File: src/rtl/fifo_arb_pkg.sv
// Shared types and width helpers for the FIFO write-side arbiter family.
// No logic; compile-time only.
// Imported by the arbiter top and the round-robin picker.
package fifo_arb_pkg;

  typedef enum logic {
    ST_IDLE = 1'b0,
    ST_OWN  = 1'b1
  } state_e;

  // Index width for an N-way selection; never narrower than one bit.
  function automatic int idx_width(input int n);
    return (n > 1) ? $clog2(n) : 1;
  endfunction

  // Counter width able to hold values 0..max_burst inclusive.
  function automatic int cnt_width(input int max_burst);
    return (max_burst > 0) ? $clog2(max_burst + 1) : 1;
  endfunction

endpackage

File: src/rtl/fifo_wr_arbiter_rr_picker.sv
// Round-robin search: first set bit of i_valid starting at i_ptr+1, wrapping.
// Latency: purely combinational, zero cycles.
// Backpressure: none; caller decides when to use the result.
module rr_picker
  import fifo_arb_pkg::*;
#(
  parameter int N     = 4,
  parameter int IDX_W = idx_width(N)
) (
  input  logic [N-1:0]     i_valid,
  input  logic [IDX_W-1:0] i_ptr,
  output logic             o_found,
  output logic [IDX_W-1:0] o_idx
);

  logic [IDX_W-1:0] cand_idx;

  // Scan farthest offset first so the nearest valid candidate after i_ptr wins.
  always_comb begin
    o_found  = 1'b0;
    o_idx    = '0;
    cand_idx = '0;
    for (int i = N; i >= 1; i--) begin
      cand_idx = IDX_W'((int'(i_ptr) + i) % N);
      if (i_valid[cand_idx]) begin
        o_found = 1'b1;
        o_idx   = cand_idx;
      end
    end
  end

endmodule

File: src/rtl/fifo_wr_arbiter.sv
// Round-robin arbiter sharing one FIFO push port among N_REQ valid/ready requesters.
// Latency: grant one cycle after request seen in IDLE; pushes are combinational while owned.
// Backpressure: i_fifo_full drops owner ready and push; state, owner and count hold.
// Optional burst lock under macro FIFO_WR_ARB_BURST_EN (grant lasts until last or MAX_BURST beats).
module fifo_wr_arbiter
  import fifo_arb_pkg::*;
#(
  parameter int N_REQ     = 4,
  parameter int WIDTH     = 16,
  parameter int MAX_BURST = 4
) (
  input  logic                   i_clk,
  input  logic                   i_rst_n,
  input  logic [N_REQ-1:0]       i_req_valid,
  input  logic [N_REQ*WIDTH-1:0] i_req_data,
  input  logic [N_REQ-1:0]       i_req_last,
  output logic [N_REQ-1:0]       o_req_ready,
  input  logic                   i_fifo_full,
  output logic                   o_fifo_push,
  output logic [WIDTH-1:0]       o_fifo_wdata,
  output logic [N_REQ-1:0]       o_grant,
  output logic                   o_busy
);

  localparam int IDX_W = idx_width(N_REQ);

  state_e           state_q, state_d;
  logic [IDX_W-1:0] owner_q, owner_d;
  logic [IDX_W-1:0] rr_ptr_q, rr_ptr_d;

`ifdef FIFO_WR_ARB_BURST_EN
  localparam int CNT_W = cnt_width(MAX_BURST);
  logic [CNT_W-1:0] beat_cnt_q, beat_cnt_d;
`else
  // Burst inputs have no meaning when every grant is a single beat.
  logic unused_burst_inputs;
  assign unused_burst_inputs = (^i_req_last) ^ (MAX_BURST > 0);
`endif

  logic             pick_found;
  logic [IDX_W-1:0] pick_idx;
  logic [WIDTH-1:0] req_data_arr [N_REQ];
  logic             beat_acc;
  logic             grant_end;

  for (genvar k = 0; k < N_REQ; k++) begin : g_unpack
    assign req_data_arr[k] = i_req_data[k*WIDTH +: WIDTH];
  end

  rr_picker #(
    .N     (N_REQ),
    .IDX_W (IDX_W)
  ) u_picker (
    .i_valid (i_req_valid),
    .i_ptr   (rr_ptr_q),
    .o_found (pick_found),
    .o_idx   (pick_idx)
  );

  // Next-state and output decode; IDLE only arbitrates, OWN only transfers.
  always_comb begin
    state_d      = state_q;
    owner_d      = owner_q;
    rr_ptr_d     = rr_ptr_q;
    o_req_ready  = '0;
    o_fifo_push  = 1'b0;
    o_fifo_wdata = '0;
    o_grant      = '0;
    o_busy       = 1'b0;
    beat_acc     = 1'b0;
    grant_end    = 1'b0;
`ifdef FIFO_WR_ARB_BURST_EN
    beat_cnt_d   = beat_cnt_q;
`endif
    unique case (state_q)
      ST_IDLE: begin
        if (pick_found) begin
          owner_d = pick_idx;
          state_d = ST_OWN;
`ifdef FIFO_WR_ARB_BURST_EN
          beat_cnt_d = '0;
`endif
        end
      end
      ST_OWN: begin
        o_busy               = 1'b1;
        o_grant[owner_q]     = 1'b1;
        o_req_ready[owner_q] = !i_fifo_full;
        o_fifo_wdata         = req_data_arr[owner_q];
        beat_acc             = i_req_valid[owner_q] && !i_fifo_full;
        o_fifo_push          = beat_acc;
`ifdef FIFO_WR_ARB_BURST_EN
        if (beat_acc) begin
          if (beat_cnt_q != CNT_W'(MAX_BURST)) begin
            beat_cnt_d = beat_cnt_q + CNT_W'(1);
          end
          // Counter value before this beat is MAX_BURST-1 on the final allowed beat.
          grant_end = i_req_last[owner_q] || (beat_cnt_q >= CNT_W'(MAX_BURST - 1));
        end
`else
        grant_end = beat_acc;
`endif
        if (grant_end) begin
          state_d  = ST_IDLE;
          rr_ptr_d = owner_q;
        end
      end
      default: state_d = ST_IDLE;
    endcase
  end

  // State registers; reset leaves requester 0 with first priority.
  always_ff @(posedge i_clk or negedge i_rst_n) begin
    if (!i_rst_n) begin
      state_q    <= ST_IDLE;
      owner_q    <= '0;
      rr_ptr_q   <= IDX_W'(N_REQ - 1);
`ifdef FIFO_WR_ARB_BURST_EN
      beat_cnt_q <= '0;
`endif
    end else begin
      state_q    <= state_d;
      owner_q    <= owner_d;
      rr_ptr_q   <= rr_ptr_d;
`ifdef FIFO_WR_ARB_BURST_EN
      beat_cnt_q <= beat_cnt_d;
`endif
    end
  end

endmodule

File: config.mk
export PLATFORM = sky130hd
export DESIGN_NAME = fifo_wr_arbiter
export DESIGN_NICKNAME = d
export VERILOG_FILES = /design/src/rtl/fifo_arb_pkg.sv /design/src/rtl/fifo_wr_arbiter_rr_picker.sv /design/src/rtl/fifo_wr_arbiter.sv
export SDC_FILE = /design/constraint.sdc
export NUM_CORES = 1
export LEC_CHECK = 0
export BUFFER_PORTS_ARGS = -buffer_cell sky130_fd_sc_hd__buf_2
export CORE_MARGIN = 5
export CORE_UTILIZATION = 36
export DETAILED_ROUTE_END_ITERATION = 8
export GPL_ROUTABILITY_DRIVEN = 0
export PLACE_DENSITY = 0.9
export SYNTH_ARGS = -nofsm -noshare
export SYNTH_HDL_FRONTEND = slang
export SYNTH_SLANG_ARGS = --single-unit
File: constraint.sdc
create_clock -name i_clk -period 2.3 [get_ports i_clk]
set_input_delay 0.345 -clock i_clk [delete_from_list [all_inputs] [get_ports i_clk]]
set_output_delay 0.345 -clock i_clk [all_outputs]
set_load 0.01 [all_outputs]
# Word level (Yosys, flattened, before mapping)
# Cells that the tools add are included.
[word_totals]
input_bits = 75
register_bits = 5
word_cells = 53
out_inout_bits = 26
[op_classes]
n_reduce_logical = 5
magnitude_cmp = 7
muxes = 31
n_bitwise = 3
n_addsub = 4
[op_table]
columns = ["operator", "n"]
rows = [
  ["$mux 16", 3],
  ["$bmux 16 s2", 1],
  ["$lt 2x3->1 const B", 5],
  ["$mux 1", 14],
  ["$bmux 1 s2", 5],
  ["$mux 2", 4],
  ["$mux 4", 2],
  ["$add 2x1->2 const B", 2],
  ["$add 2x2->2 const B", 2],
  ["$and 4x4->4", 1],
  ["$reduce_and 2->1", 2],
  ["$ge 3x3->1 const B", 1],
  ["$not 2->3", 1],
  ["$demux 1 s2", 1],
  ["$ge 2x1->1 const B", 1],
  ["$logic_and 1x1->1", 2],
  ["$pmux 1 s2", 1],
  ["$logic_not 1->1", 1],
  ["$not 1->1", 1],
]

# Depth between registers and ports, before layout
[depth]
word_depth = 9
mapped_depth = 4
mapped_depth_nobuf = 3

# Cells and area by module
# From an unflattened synthesis, not the netlist that was laid out.
[hier_totals]
hier_cells = 83
hier_area_um2 = 875.8
[by_module_without_submodules]
columns = ["mod", "cells_per_inst", "instances", "seq_area_each_um2", "area_each_um2"]
rows = [
  ["fifo_wr_arbiter", 69, 1, 127.6, 784.5],
  ["rr_picker", 14, 1, 0.0, 91.3],
]

# Least setup slack after synthesis
# No wires, ideal clock.
[synth_timing]
kind = "register to output"
start = "reg owner_q[0]"
end = "out o_fifo_wdata[10]"
arrival_time_ps = 1305
slack_ps = 650
path_buffers = 2
path_stages_with_launch = 5
required_time_ps = 1955
path_cell_list = "dfrtp_1 > buf_6 > buf_6 > mux4_2 > and2_1"
[synth_between]
elab_chain_cells = 5
[synth_rtl]
columns = ["element", "line_no", "rtl"]
rows = [
  ["from (decl)", "fifo_wr_arbiter.sv:28", "logic [IDX_W-1:0] owner_q, owner_d;"],
  ["from (signal assigned)", "fifo_wr_arbiter.sv:123", "owner_q <= owner_d;"],
  ["$not 2->3 (implied by the code)", "fifo_wr_arbiter.sv:89", "o_fifo_wdata = req_data_arr[owner_q];"],
  ["$bmux 16 s2", "fifo_wr_arbiter.sv:89", ""],
  ["$mux 16 (implied by the code) (2 in series)", "fifo_wr_arbiter.sv:89", ""],
  ["$mux 16", "fifo_wr_arbiter.sv:75", "unique case (state_q)"],
  ["to (decl)", "fifo_wr_arbiter.sv:20", "output logic [WIDTH-1:0] o_fifo_wdata,"],
]
# No other way between the ends. The select of a mux whose other input is x is not followed.

# Worst setup path in the final report
[layout_timing]
start = "reg owner_q[0]"
end = "out o_fifo_wdata[2]"
# Same word-level chain as after synthesis.

==> impl_metrics.tcl <==
set metrics [dict create \
    p_per_area_nw_per_um2 1071 \
    setup_viol 0 \
    critPathBufInv 2 \
    viasPerCell 5.170 \
    cts_buffers 3 \
    fin_setup_tns_ns 0 \
    p_leak_nw 0.7350 \
    worstPathCellList "buf_4 > mux4_2 > and2_1 > buf_2" \
    r2r_setup_slack_ns 0.70 \
    fin_ws_ns 0.1729 \
    root_buffer "clkbuf_4" \
    postCtsSetupRepairBufs 0 \
    ctsResizeCount 0 \
    htree_levels 1 \
    rr_worst_depth 4 \
    dp_hpwl_um 2674 \
    synthMuxAreaShare_pct 45.47 \
    drive_above_1_share_pct 69.23 \
    pre_cts_ws_ns 0.3906 \
    overflow 0 \
    synth_top_family_by_area "multiplexers" \
    synth_xor_area_share_pct 0 \
    critical_path.top_delay_family "multiplexers" \
    die_y_um 59.54 \
    first_iter_violations 22 \
    final_core_util_pct 59.71 \
    crit_path_max_incr_delay_ns 0.51 \
    cts_tree "built" \
    timing.fmax_mhz 470.1 \
    period_needed_ns 2.127 \
    cp_max_fo 11 \
    synth_edf_count 0 \
    dr.pass1.iters 4 \
    ant_nets 0 \
    synth_area_per_cell_um2 10.91 \
    syn_area_um2 883.3 \
    synth_compound_area_share_pct 11.19 \
    timing.rr.end "rr_ptr_q[0]" \
    fin_crit_sh_pct 92.48 \
    insertion_delay_ns 0.24 \
    holdCritStartpoint "i_fifo_full" \
    ys.flop_type "dfrtp_1" \
    final_nets 258 \
    finalClockSkew_ns 0.0003670 \
    clk_pin_slew_worst_paths_ns 0.04 \
    grtUsageTotal_pct 17.38 \
    status "complete, no violations" \
    clock_path_buffers 2 \
    rsz0062_at_grt "false" \
    postSynth.asyncResetShare_pct 100.0 \
    synthAdderAreaFrac_pct 0 \
    ys_top_cells_by_area "mux4_2 41%, and2_1 11%, dfrtp_1 8.5%" \
    worstSetupStartpointType "register" \
    arrival_ns 1.78 \
    syn-instance-count 81 \
    min_path_cells 2 \
    crit_slowest_cell "mux4_2" \
    crit_type "reg -> out" \
    num_io_pins 101 \
    final_area_um2 1439 \
    antenna_cells 0 \
    synth_top_area_share_pct 40.79 \
    routed_wl_um 3082 \
    grt_pass1_vias 1180 \
    hold_end "rr_ptr_q[1]" \
    grt_pass1_wl_um 4685 \
    yosys_warnings 0 \
    dieArea_um2 3544 \
    area_growth_pct 62.89 \
    synthSimpleGateAreaFrac_pct 21.81 \
    core_area_um2 2410 \
    antenna_found_initial 0 \
    wl_per_cell_um 14.54 \
    start_util_pct 36.66 \
    synth_commonest_cells "16 x and2_1, 16 x mux4_2, 5 x nor2_1" \
    drcViolationCount 0 \
    max_slew.worst_pin.slew_ns 0.3634 \
    synthDistinctLibCells 26 \
    die_x_um 59.54 \
    port_buffers 96 \
    ys_ff_latch 5 \
    placed_cell_area_um2 1403 \
    synth_nets 156 \
    setup.worst_path.end_class "primary output" \
    ir_drop_mv 0.7424 \
    seq_area_frac_synth_pct 14.45 \
    clock_sinks 5 \
    rows 18 \
    hold_viol 0 \
    cts-hold-fix-buffers 1 \
    slew_headroom_pct 75.78 \
    grt_max_degree 21 \
    hold_path_class "in -> reg" \
    r2r-start "owner_q[0]" \
    drv_cap 0 \
    yosys.area.top_type "mux4_2" \
    cp.required_ns 1.96 \
    dr_total_vias 1096 \
    slew_violations 0 \
]
-- cells in the final DEF, fill, tap and decap left out, drive strengths merged --
cell         Yosys  routed
a41oi            1       1
nor4             1       1
buf              5     103
mux2             1       1
dfstp            2       2
a21boi           1       1
dlygate4sd3      0       1
nand2b           3       3
or4              1       1
nand2            1       1
nor2b            1       1
nor2             5       5
mux2i            3       3
o21ai            3       3
clkbuf           2       4
a21oi            3       3
o31ai            1       1
dfrtp            3       3
and2            16      16
nor3             4       4
o41ai            1       1
o32ai            1       1
o32a             2       2
or3b             1       1
mux4            16      16
inv              3       3
-- cell type report --
cell class / instances / area, um^2
Tap cell: 30 / 37.54
Inverter: 3 / 11.26
Timing Repair Buffer: 104 / 543.0
Sequential cell: 5 / 127.6
Fill cell: 239 / 970.9
Multi-Input combinational cell: 66 / 693.2
Clock buffer: 4 / 26.28
-- kinds of logic (layout without fill, tap and decap cells) --
group	after synthesis	after routing
simple gates	33	33
mux	20	20
compound gates	13	13
buf+inv	10	111
flops	5	5
-- through the flow --
step | hold slack, ns | power, mW | instances
floorplan | 0.04941 | 1.047 | 81
global placement | 0.1609 | 1.424 | 207
detailed placement | 0.1633 | 1.451 | 207
CTS | 0.3223 | 1.563 | 212
global route | 0.3469 | 1.678 | 212
finish | 0.3298 | 1.541 | 212
-- per-layer routing --
metal  global-route usage [%]  part of all wire, %  vias up
li1                         -                    -      523
met1                    14.40                   30      518
met2                    37.75                   59       53
met3                    5.229                   11        2
met4                    4.114                 0.23        0
met5                        0                    0        -
-- worst reg2reg max path, cell delays in order (launching register included) --
cell     delay (ns)
dfrtp_1        0.47
buf_4          0.26
mux2i_1        0.14
o32ai_2        0.29
mux2_1         0.37
-- power by group --
part	total, mW	internal (mW)	switching, mW	leakage [nW]
combinational	1.22	0.678	0.544	0.666
sequential	0.217	0.142	0.0744	0.0542
clock	0.103	0.0657	0.0374	0.0150
total	1.54	0.886	0.656	0.735
-- worst max path at each step --
stage | from | to | cells past startpoint
after floorplan | owner_q[0] | o_fifo_wdata[10] | 4
after CTS | owner_q[0] | o_fifo_wdata[2] | 4
after global routing | owner_q[0] | o_fifo_wdata[0] | 4
after global placement | owner_q[0] | o_fifo_wdata[4] | 4
final | owner_q[0] | o_fifo_wdata[2] | 4
after detailed placement | owner_q[0] | o_fifo_wdata[2] | 4
-- flip-flops by register name, indices dropped and copies added (netlist names) --
signal	flops
owner_q	2
rr_ptr_q	2
state_q	1
Note: power is estimated with default switching activity, not from simulation.
